===== src/rtl/vanilla_returned_resp_buffer.sv =====
// Sorts returned packets: float/ifetch/credit pass straight through, int loads go into a small FIFO.
// Latency: float/ifetch/credit zero cycles (combinational); int loads are visible at the FIFO head one cycle after enqueue.
// Backpressure: only int loads stall (returned_yumi_o=0) when the FIFO is full; there is no full-bypass and no empty-bypass.
module vanilla_returned_resp_buffer #(
    // The instantiating design is expected to set data_width_p explicitly.
    parameter int data_width_p      = 32,
    parameter int reg_addr_width_p  = 5,
    parameter int els_p             = 4,
    parameter int force_threshold_p = els_p - 1,
    localparam int cnt_w_lp         = $clog2(els_p + 1),
    localparam int ptr_w_lp         = $clog2(els_p)
) (
    input  logic                        clk_i,
    input  logic                        reset_i,

    input  logic                        returned_v_i,
    input  logic [data_width_p-1:0]     returned_data_i,
    input  logic [reg_addr_width_p-1:0] returned_reg_id_i,
    input  logic [1:0]                  returned_pkt_type_i,
    output logic                        returned_yumi_o,

    output logic                        int_resp_v_o,
    output logic [reg_addr_width_p-1:0] int_resp_rd_o,
    output logic [data_width_p-1:0]     int_resp_data_o,
    output logic                        int_resp_force_o,
    input  logic                        int_resp_yumi_i,

    output logic                        float_resp_v_o,
    output logic [reg_addr_width_p-1:0] float_resp_rd_o,
    output logic [data_width_p-1:0]     float_resp_data_o,

    output logic                        ifetch_v_o,
    output logic [data_width_p-1:0]     ifetch_instr_o,

    output logic [cnt_w_lp-1:0]         int_count_o
);

    localparam logic [cnt_w_lp-1:0] els_lp   = cnt_w_lp'(els_p);
    localparam logic [cnt_w_lp-1:0] thresh_lp = cnt_w_lp'(force_threshold_p);

    logic [ptr_w_lp-1:0]         wptr_q, wptr_d;
    logic [ptr_w_lp-1:0]         rptr_q, rptr_d;
    logic [cnt_w_lp-1:0]         count_q, count_d;

    // Payload storage carries no reset; occupancy alone decides what is valid.
    logic [data_width_p-1:0]     data_mem_q [els_p];
    logic [reg_addr_width_p-1:0] rd_mem_q   [els_p];

    logic is_int, is_float, is_ifetch;
    logic has_room, enq, deq;

    assign is_int    = (returned_pkt_type_i == 2'd0);
    assign is_float  = (returned_pkt_type_i == 2'd1);
    assign is_ifetch = (returned_pkt_type_i == 2'd2);

    // Handshakes and valids, all forced low while reset is held.
    always_comb begin
        has_room         = (count_q < els_lp);
        returned_yumi_o  = ~reset_i & returned_v_i & (~is_int | has_room);
        enq              = returned_yumi_o & is_int;
        int_resp_v_o     = ~reset_i & (count_q != '0);
        deq              = int_resp_v_o & int_resp_yumi_i;
        int_resp_force_o = ~reset_i & (count_q >= thresh_lp);
        float_resp_v_o   = ~reset_i & returned_v_i & is_float;
        ifetch_v_o       = ~reset_i & returned_v_i & is_ifetch;
    end

    assign float_resp_rd_o   = returned_reg_id_i;
    assign float_resp_data_o = returned_data_i;
    assign ifetch_instr_o    = returned_data_i;
    assign int_resp_rd_o     = rd_mem_q[rptr_q];
    assign int_resp_data_o   = data_mem_q[rptr_q];
    assign int_count_o       = count_q;

    // Pointer and occupancy next-state; pointers wrap naturally since els_p is a power of two.
    always_comb begin
        wptr_d  = wptr_q;
        rptr_d  = rptr_q;
        count_d = count_q;
        if (enq) wptr_d = wptr_q + ptr_w_lp'(1);
        if (deq) rptr_d = rptr_q + ptr_w_lp'(1);
        if (enq && !deq)      count_d = count_q + cnt_w_lp'(1);
        else if (!enq && deq) count_d = count_q - cnt_w_lp'(1);
    end

    // Control state with synchronous reset; reset drops every buffered entry.
    always_ff @(posedge clk_i) begin
        if (reset_i) begin
            wptr_q  <= '0;
            rptr_q  <= '0;
            count_q <= '0;
        end else begin
            wptr_q  <= wptr_d;
            rptr_q  <= rptr_d;
            count_q <= count_d;
        end
    end

    // Payload write at the tail on every accepted int load.
    always_ff @(posedge clk_i) begin
        if (enq) begin
            data_mem_q[wptr_q] <= returned_data_i;
            rd_mem_q[wptr_q]   <= returned_reg_id_i;
        end
    end

`ifndef SYNTHESIS
    // The core must never pop an empty FIFO.
    assert property (@(posedge clk_i) disable iff (reset_i)
        !(int_resp_yumi_i && (count_q == '0)))
        else $error("int_resp_yumi_i asserted while int FIFO empty");

    // A valid returned packet must carry a known type.
    assert property (@(posedge clk_i)
        returned_v_i |-> !$isunknown(returned_pkt_type_i))
        else $error("returned_v_i with unknown returned_pkt_type_i");
`endif

endmodule


===== config.mk =====
export PLATFORM = sky130hd
export DESIGN_NAME = vanilla_returned_resp_buffer
export DESIGN_NICKNAME = d
export VERILOG_FILES = /design/src/rtl/vanilla_returned_resp_buffer.sv
export SDC_FILE = /design/constraint.sdc
export NUM_CORES = 1
export LEC_CHECK = 0
export ABC_AREA = 0
export BUFFER_PORTS_ARGS = -buffer_cell sky130_fd_sc_hd__buf_2
export CORE_UTILIZATION = 48
export DETAILED_ROUTE_END_ITERATION = 12
export PLACE_DENSITY = 0.76
export SYNTH_ARGS = -nofsm -noshare
export SYNTH_HDL_FRONTEND = slang
export SYNTH_SLANG_ARGS = --single-unit

===== constraint.sdc =====
create_clock -name clk_i -period 1.95 [get_ports clk_i]
set_input_delay 0 -clock clk_i [delete_from_list [all_inputs] [get_ports clk_i]]
set_output_delay 0 -clock clk_i [all_outputs]
set_load 0.02 [all_outputs]

==> reports/results.ini, run 1 <==
[status]
run_status = complete, no violations

[die]
die_y_um = 117.7
core-area_um2 = 12820
pin_count = 157
num_rows = 41
die_x_um = 117.7
start_util_pct = 50.13
die_area_um2 = 13860

[final_layout]
antennaDiodeCount = 0
area_growth_pct = 24.17
fin_cells = 660
drive_above_1_share_pct = 50.82
nets = 524
final_core_util_pct = 62.24

[routing]
antenna_left = 0
wire_per_inst_um = 17.17
vias_per_cell = 5.005
num_vias = 3303
drc_errors = 0
dr.first_iter.drc_count = 185
first_pass_iters = 4
routed_wirelength_mm = 11.34

[timing]
finalHoldViolCount = 0
final_max_slew_viol_count = 0
max_freq_mhz = 515.9
worst_pin_slew_ns = 0.3789
rsz0062_at_grt = true
post-route-period-util_pct = 99.40
finalClockSkew_ns = 0.007163
setup_violations = 0
relSlewSlack_pct = 74.42
min_period_ns = 1.938

[worst_setup_path]
critPathMaxStageDelay_ns = 0.36
startpoint_type = register
path_cells = o31ai_4 -> or2_4 -> ha_4 -> inv_1 -> fa_2 -> xor2_1 -> or3_1 -> a21oi_1
critical_path.top_delay_family = simple AND/OR/NAND/NOR gates
critPathCaptureType = register
worstPathRequired_ns = 2.30
worstSetupPathType = register to register
crit_fanout = 6
cp_data_arrival_time_ns = 2.29
cp_num_buf_inv = 1
worst_path_max_delay_cell = dfxtp_4

[logic_synthesis]
yosysSeqAreaShare_pct = 71.93
ys.flop_type = edfxtp_1
netlist_area_um2 = 6429
synth_area_per_cell_um2 = 20.22
yosysWarnings = 0
synth.distinct_cells = 29
synth_seq_cells = 157
syn-instance-count = 318
synth-edff-count = 148
async_flop_share_pct = 0
synth_fp_nets = 367

[pwr]
p_per_area_nw_per_um2 = 994.1
leakage_nw = 2.941
vdd_drop_max_mv = 0.5215

[global_routing]
antenna_found_initial = 0
grt_max_degree = 23
overflow = 0
grt_pass1_wl_mm = 17.90
grt_use_total_pct = 17.45
grt_pass1_vias = 3454

[placed_design]
dp.final_hpwl_mm = 6.768
dp.cells = 585
port_buffers = 156
gp_congestion = 0.6831

[cts]
cts_sinks = 157
clockBufferDepth = 2
clkSlewWorstSetupHoldPaths_ns = 0.06
clockRootBuffer = clkbuf_16
clock_latency_ns = 0.42
h-tree-depth = 4
numCtsBuffers = 17
cts_tree = yes

[flow_run]
drv_cap = 0

[worst_hold_path]
min_path_type = input port to register

## metrics by stage
| stage | worst slack (ns) | hold WS (ns) | total power (W) | instance area, µm² | setup TNS [ns] |
|---|---|---|---|---|---|
| 3_5_place_dp | 0.008353 | 0.2330 | 0.004836 | 6999 | 0 |
| 5_1_grt | -0.06836 | 0.1160 | 0.008188 | 7983 | -0.06836 |
| 3_3_place_gp | 0.05942 | 0.2210 | 0.004817 | 6999 | 0 |
| 4_1_cts | 0.002169 | 0.07272 | 0.007986 | 7956 | 0 |
| 6_report | 0.01170 | 0.09532 | 0.007935 | 7983 | 0 |
| 2_1_floorplan | 0.03812 | 0.08166 | 0.004619 | 6469 | 0 |
## power by group
| part | total (W) | internal, W | switching [W] |
|---|---|---|---|
| combinational | 0.00108 | 0.000487 | 0.000590 |
| sequential | 0.00376 | 0.00373 | 0.0000254 |
| clock | 0.00310 | 0.00186 | 0.00125 |
## cell families (layout without fill, tap and decap cells)
| logic type | Yosys count | in the layout | synth area share [%] |
|---|---|---|---|
| buffers and inverters | 82 | 252 | 9.770 |
| xor gates and xnor gates | 4 | 4 | 0.5449 |
| muxes | 38 | 38 | 13.53 |
| adders and majority gates | 6 | 6 | 1.285 |
| DFF | 157 | 157 | 71.93 |
| AOI/OAI and AO/OA | 8 | 8 | 0.7589 |
| and+or+nand+nor | 23 | 23 | 2.180 |
## timing repair
action                                 in CTS  in global routing
setup buffers                               0                  3
gates resized for setup                     0                  1
pin swaps                                   1                  3
hold buffers                               40                  0
endpoints found under the hold margin     153                  0
setup endpoints to repair                   1                  2
## cell usage in the layout (no fill, tap or decap), drive strengths merged, types with 3 or more instances in the layout
master	n
mux4	37
and3	4
dfxtp	9
inv	4
ha	5
a21oi	3
xor2	4
clkinvlp	3
edfxtp	148
nor2	8
buf	176
dlygate4sd3	40
clkinv	9
clkbuf	18
## flip-flops by register name, indices dropped and copies added (netlist names), named ones only
register,flops
int_count_o,3
rd_mem_q,20
data_mem_q,128
rptr_q,2
wptr_q,2
## worst paths after layout
path / start / end / slack, ns / depth (start not counted)
worst max register to register: int_count_o[2]$_SDFFE_PP0P_ / int_count_o[2]$_SDFFE_PP0P_ / 0.01 / 8
worst max-delay path: int_count_o[2]$_SDFFE_PP0P_ / int_count_o[2]$_SDFFE_PP0P_ / 0.01 / 8
worst min register to register: wptr_q[0]$_SDFFE_PP0P_ / wptr_q[0]$_SDFFE_PP0P_ / 0.53 / 2
worst min-delay path: returned_pkt_type_i[0] / wptr_q[1]$_SDFFE_PP0P_ / 0.1 / 5
## cell usage after synthesis (2+ instances only)
library cell,number,share of area (%)
nor2_1,8,0.47
buf_2,3,0.23
a21oi_1,3,0.23
o31ai_1,2,0.23
nand2b_1,2,0.19
inv_1,4,0.23
dfxtp_1,9,2.8
buf_12,3,0.93
nand3_1,2,0.16
and3_1,4,0.39
o21ai_0,2,0.16
ha_1,5,0.97
mux4_1,7,2.9
mux4_2,30,11
edfxtp_1,148,69
buf_4,69,8.1
nor3b_1,2,0.23
xor2_1,4,0.54
## layer usage
| metal | vias up | routed length [µm] | global-route usage (%) |
|---|---|---|---|
| met5 | - | 0 | 0 |
| met4 | 0 | 180 | 8.173 |
| met3 | 16 | 649 | 4.845 |
| met2 | 132 | 5457 | 27.87 |
| met1 | 1651 | 5047 | 22.18 |
| li1 | 1504 | - | - |
## worst min-delay path, delay by kind of cell
kind	cells	cell delay, ns
and+or+nand+nor	2	0.13
buffers and inverters	2	0.27
AOI/OAI and AO/OA	1	0.06
## layout make-up
class	count	area (µm²)
well taps	172	215.2
clock buffers	18	429.2
repair buffers	216	1348
clock inverters	14	127.6
flip-flops and latches	157	4636
fillers	927	4842
multi-input cells	79	1212
inverters	4	15.01
Note: power is estimated with default switching activity, not from simulation.
==> inputs of run 2 (changes only) <==
--- a/config.mk
+++ b/config.mk
@@ -7,9 +7,10 @@
 export LEC_CHECK = 0
 export ABC_AREA = 0
 export BUFFER_PORTS_ARGS = -buffer_cell sky130_fd_sc_hd__buf_2
-export CORE_UTILIZATION = 48
+export CORE_UTILIZATION = 50
+export CTS_BUF_LIST = sky130_fd_sc_hd__clkbuf_4 sky130_fd_sc_hd__clkbuf_8
 export DETAILED_ROUTE_END_ITERATION = 12
-export PLACE_DENSITY = 0.76
+export PLACE_DENSITY = 0.78
 export SYNTH_ARGS = -nofsm -noshare
 export SYNTH_HDL_FRONTEND = slang
 export SYNTH_SLANG_ARGS = --single-unit
==> reports/results.ini, run 2 (synthesis results as in run 1) <==
[status]
run_status = complete, but fails checks
violations = setup timing

[routing]
antenna_left = 0  ; unchanged
num_vias = 3284  ; -0.58%
wire_per_inst_um = 16.89  ; -1.7%
routed_wirelength_mm = 11.08  ; -2.3%
drc_errors = 0  ; unchanged
first_pass_iters = 4  ; unchanged
dr.first_iter.drc_count = 158  ; -15%
vias_per_cell = 5.006  ; about the same

[pwr]
p_sw_share_pct = 23.57  ; +0.12 points
power.total_w = 0.007309  ; -7.9%
leakage_nw = 2.880  ; -2.1%
vdd_drop_max_mv = 0.5295  ; +1.5%
p_sw_w = 0.001723  ; -7.4%
p_clk_share_pct = 33.8  ; -5.3 points
internal_power_w = 0.005586  ; -8.0%
p_per_area_nw_per_um2 = 928.1  ; -6.6%
comb_power_share_pct = 14.7  ; +1.1 points
power.share.sequential_pct = 51.5  ; +4.2 points

[final_layout]
drive_above_1_share_pct = 50.83  ; about the same
antennaDiodeCount = 0  ; unchanged
area_growth_pct = 22.50
fin_area_um2 = 7875  ; -1.3%
nets = 521  ; -0.57%
regMostFlops = data_mem_q
largest_reg_flops = 128  ; unchanged
mostFrequentLayoutCell = buf_2
final_core_util_pct = 62.66  ; +0.41 points
final_cell_mix = buf_2, edfxtp_1, dlygate4sd3_1

[global_routing]
grt_pass1_vias = 3262  ; -5.6%
overflow = 0  ; unchanged
grt_max_degree = 32  ; +39%
grt_pass1_wl_mm = 16.80  ; -6.1%
grt_use_total_pct = 17.72  ; +0.27 points
antenna_found_initial = 0  ; unchanged

[cts]
cts_tree = yes
numCtsBuffers = 17  ; unchanged
clockRootBuffer = clkbuf_8
clock_latency_ns = 0.43  ; about the same
clkSlewWorstSetupHoldPaths_ns = 0.08  ; +0.02 ns
h-tree-depth = 4  ; unchanged
cts_sinks = 157  ; unchanged
clockBufferDepth = 2  ; unchanged

[timing]
fin_ws_ns = -0.02625  ; -0.03795 ns
finalHoldViolCount = 0  ; unchanged
post-route-period-util_pct = 101.3  ; +1.9 points
max_freq_mhz = 506.0  ; -1.9%
worst_pin_slew_ns = 0.4040  ; +0.02512 ns
final_max_slew_viol_count = 0  ; unchanged
min_period_ns = 1.976  ; +0.03795 ns
rsz0062_at_grt = true
finalClockSkew_ns = 0.008723  ; +0.001560 ns
setup_violations = 1  ; +1
relSlewSlack_pct = 72.73  ; -1.7 points

[die]
die_area_um2 = 13310  ; -3.9%
pin_count = 157  ; unchanged
core-area_um2 = 12570  ; -2.0%
num_rows = 41  ; unchanged
die_y_um = 115.4  ; -2.0%
die_x_um = 115.4  ; -2.0%
start_util_pct = 51.15  ; +1.0 points

[flow_run]
drv_cap = 0  ; unchanged

[worst_setup_path]
startpoint_type = register
cp_data_arrival_time_ns = 2.34  ; +0.05 ns
worstSetupPathType = register to register
critPathMaxStageDelay_ns = 0.35  ; about the same
critPathCaptureType = register
worst_path_max_delay_cell = dfxtp_4
worstPathRequired_ns = 2.31  ; about the same
crit_fanout = 2  ; -4
critical_path.top_delay_family = simple AND/OR/NAND/NOR gates
path_cells = o31ai_4 -> or2_4 -> ha_4 -> inv_2 -> fa_2 -> xor2_1 -> or3_1 -> a21oi_1
cp_num_buf_inv = 1  ; unchanged

[placed_design]
dp.final_hpwl_mm = 6.731  ; -0.54%
place_area_um2 = 7054  ; +0.79%
port_buffers = 156  ; unchanged
gp_congestion = 0.6506  ; -4.8%

[worst_hold_path]
min_path_type = input port to register

-- run 2: cell count changes in the layout (fill, tap and decap cells not counted) --
cell / previous run / this run
clkbuf_16: 17 / 0
bufinv_16: 2 / 4
dfxtp_4: 2 / 3
buf_4: 18 / 11
clkbuf_1: 1 / 0
dfxtp_2: 3 / 2
clkbuf_8: 0 / 17
inv_1: 4 / 3
clkinvlp_4: 3 / 1
inv_2: 0 / 1
buf_6: 1 / 0
buf_12: 1 / 6
clkinv_2: 5 / 4
clkinv_4: 1 / 2
-- run 2: final cells by class --
class	instances	area, µm²
Clock inverter	14	176.4
Inverter	4	15.01
Fill cell	865	4693
Timing Repair Buffer	213	1384
Clock buffer	17	234.0
Multi-Input combinational cell	79	1212
Sequential cell	157	4638
Tap cell	172	215.2
-- run 2: what timing repair did --
item / in CTS / in global routing
cloned: 0 / 0
pin swaps: 1 / 0
hold buffers: 40 / 0
endpoints found under the setup margin: 15 / 3
hold endpoints to repair: 156 / 0
resized for setup: 2 / 0
buffers inserted: 0 / 1
-- run 2: worst register-to-register path: stages (launching register included) --
cell	delay [ns]
dfxtp_4	0.35
o31ai_4	0.26
or2_4	0.16
ha_4	0.13
inv_2	0.04
fa_2	0.33
xor2_1	0.15
or3_1	0.33
a21oi_1	0.15
-- run 2: through the flow --
stage | hold WS, ns | cells | setup WS (ns) | TNS (ns)
6_report | 0.04551 | 656 | -0.02625 | -0.02625
5_1_grt | 0.05044 | 656 | -0.09752 | -0.09752
4_1_cts | 0.01614 | 655 | -0.03349 | -0.03349
3_5_place_dp | 0.2271 | 584 | -0.02851 | -0.02851
3_3_place_gp | 0.2221 | 584 | 0.06036 | 0
2_1_floorplan | 0.08166 | 318 | 0.03812 | 0
-- run 2: power groups by stage --
stage	logic, W	clock network [W]	registers [W]
6_report	0.00108	0.00247	0.00376
5_1_grt	0.00116	0.00266	0.00377
4_1_cts	0.00108	0.00253	0.00377
3_5_place_dp	0.00101	0	0.00385
3_3_place_gp	0.000991	0	0.00384
2_1_floorplan	0.000778	0	0.00384
-- run 2: path summary, 6_finish.rpt --
kind / from / to / slack (ns) / cells after the start
max: int_count_o[1]$_SDFFE_PP0P_ / int_count_o[2]$_SDFFE_PP0P_ / -0.03 / 8
min: reset_i / wptr_q[0]$_SDFFE_PP0P_ / 0.05 / 5
max reg2reg: int_count_o[1]$_SDFFE_PP0P_ / int_count_o[2]$_SDFFE_PP0P_ / -0.03 / 8
min reg2reg: wptr_q[0]$_SDFFE_PP0P_ / wptr_q[0]$_SDFFE_PP0P_ / 0.53 / 2
-- run 2: metal layers --
layer  global-route usage [%]  up-vias  wire, µm  share of wire, %
li1                         -     1495         -                 -
met1                    20.82     1639      4380                40
met2                    30.34      138      5877                53
met3                    5.851       12       668               6.0
met4                    6.667        0       152               1.4
met5                        0        -         0                 0
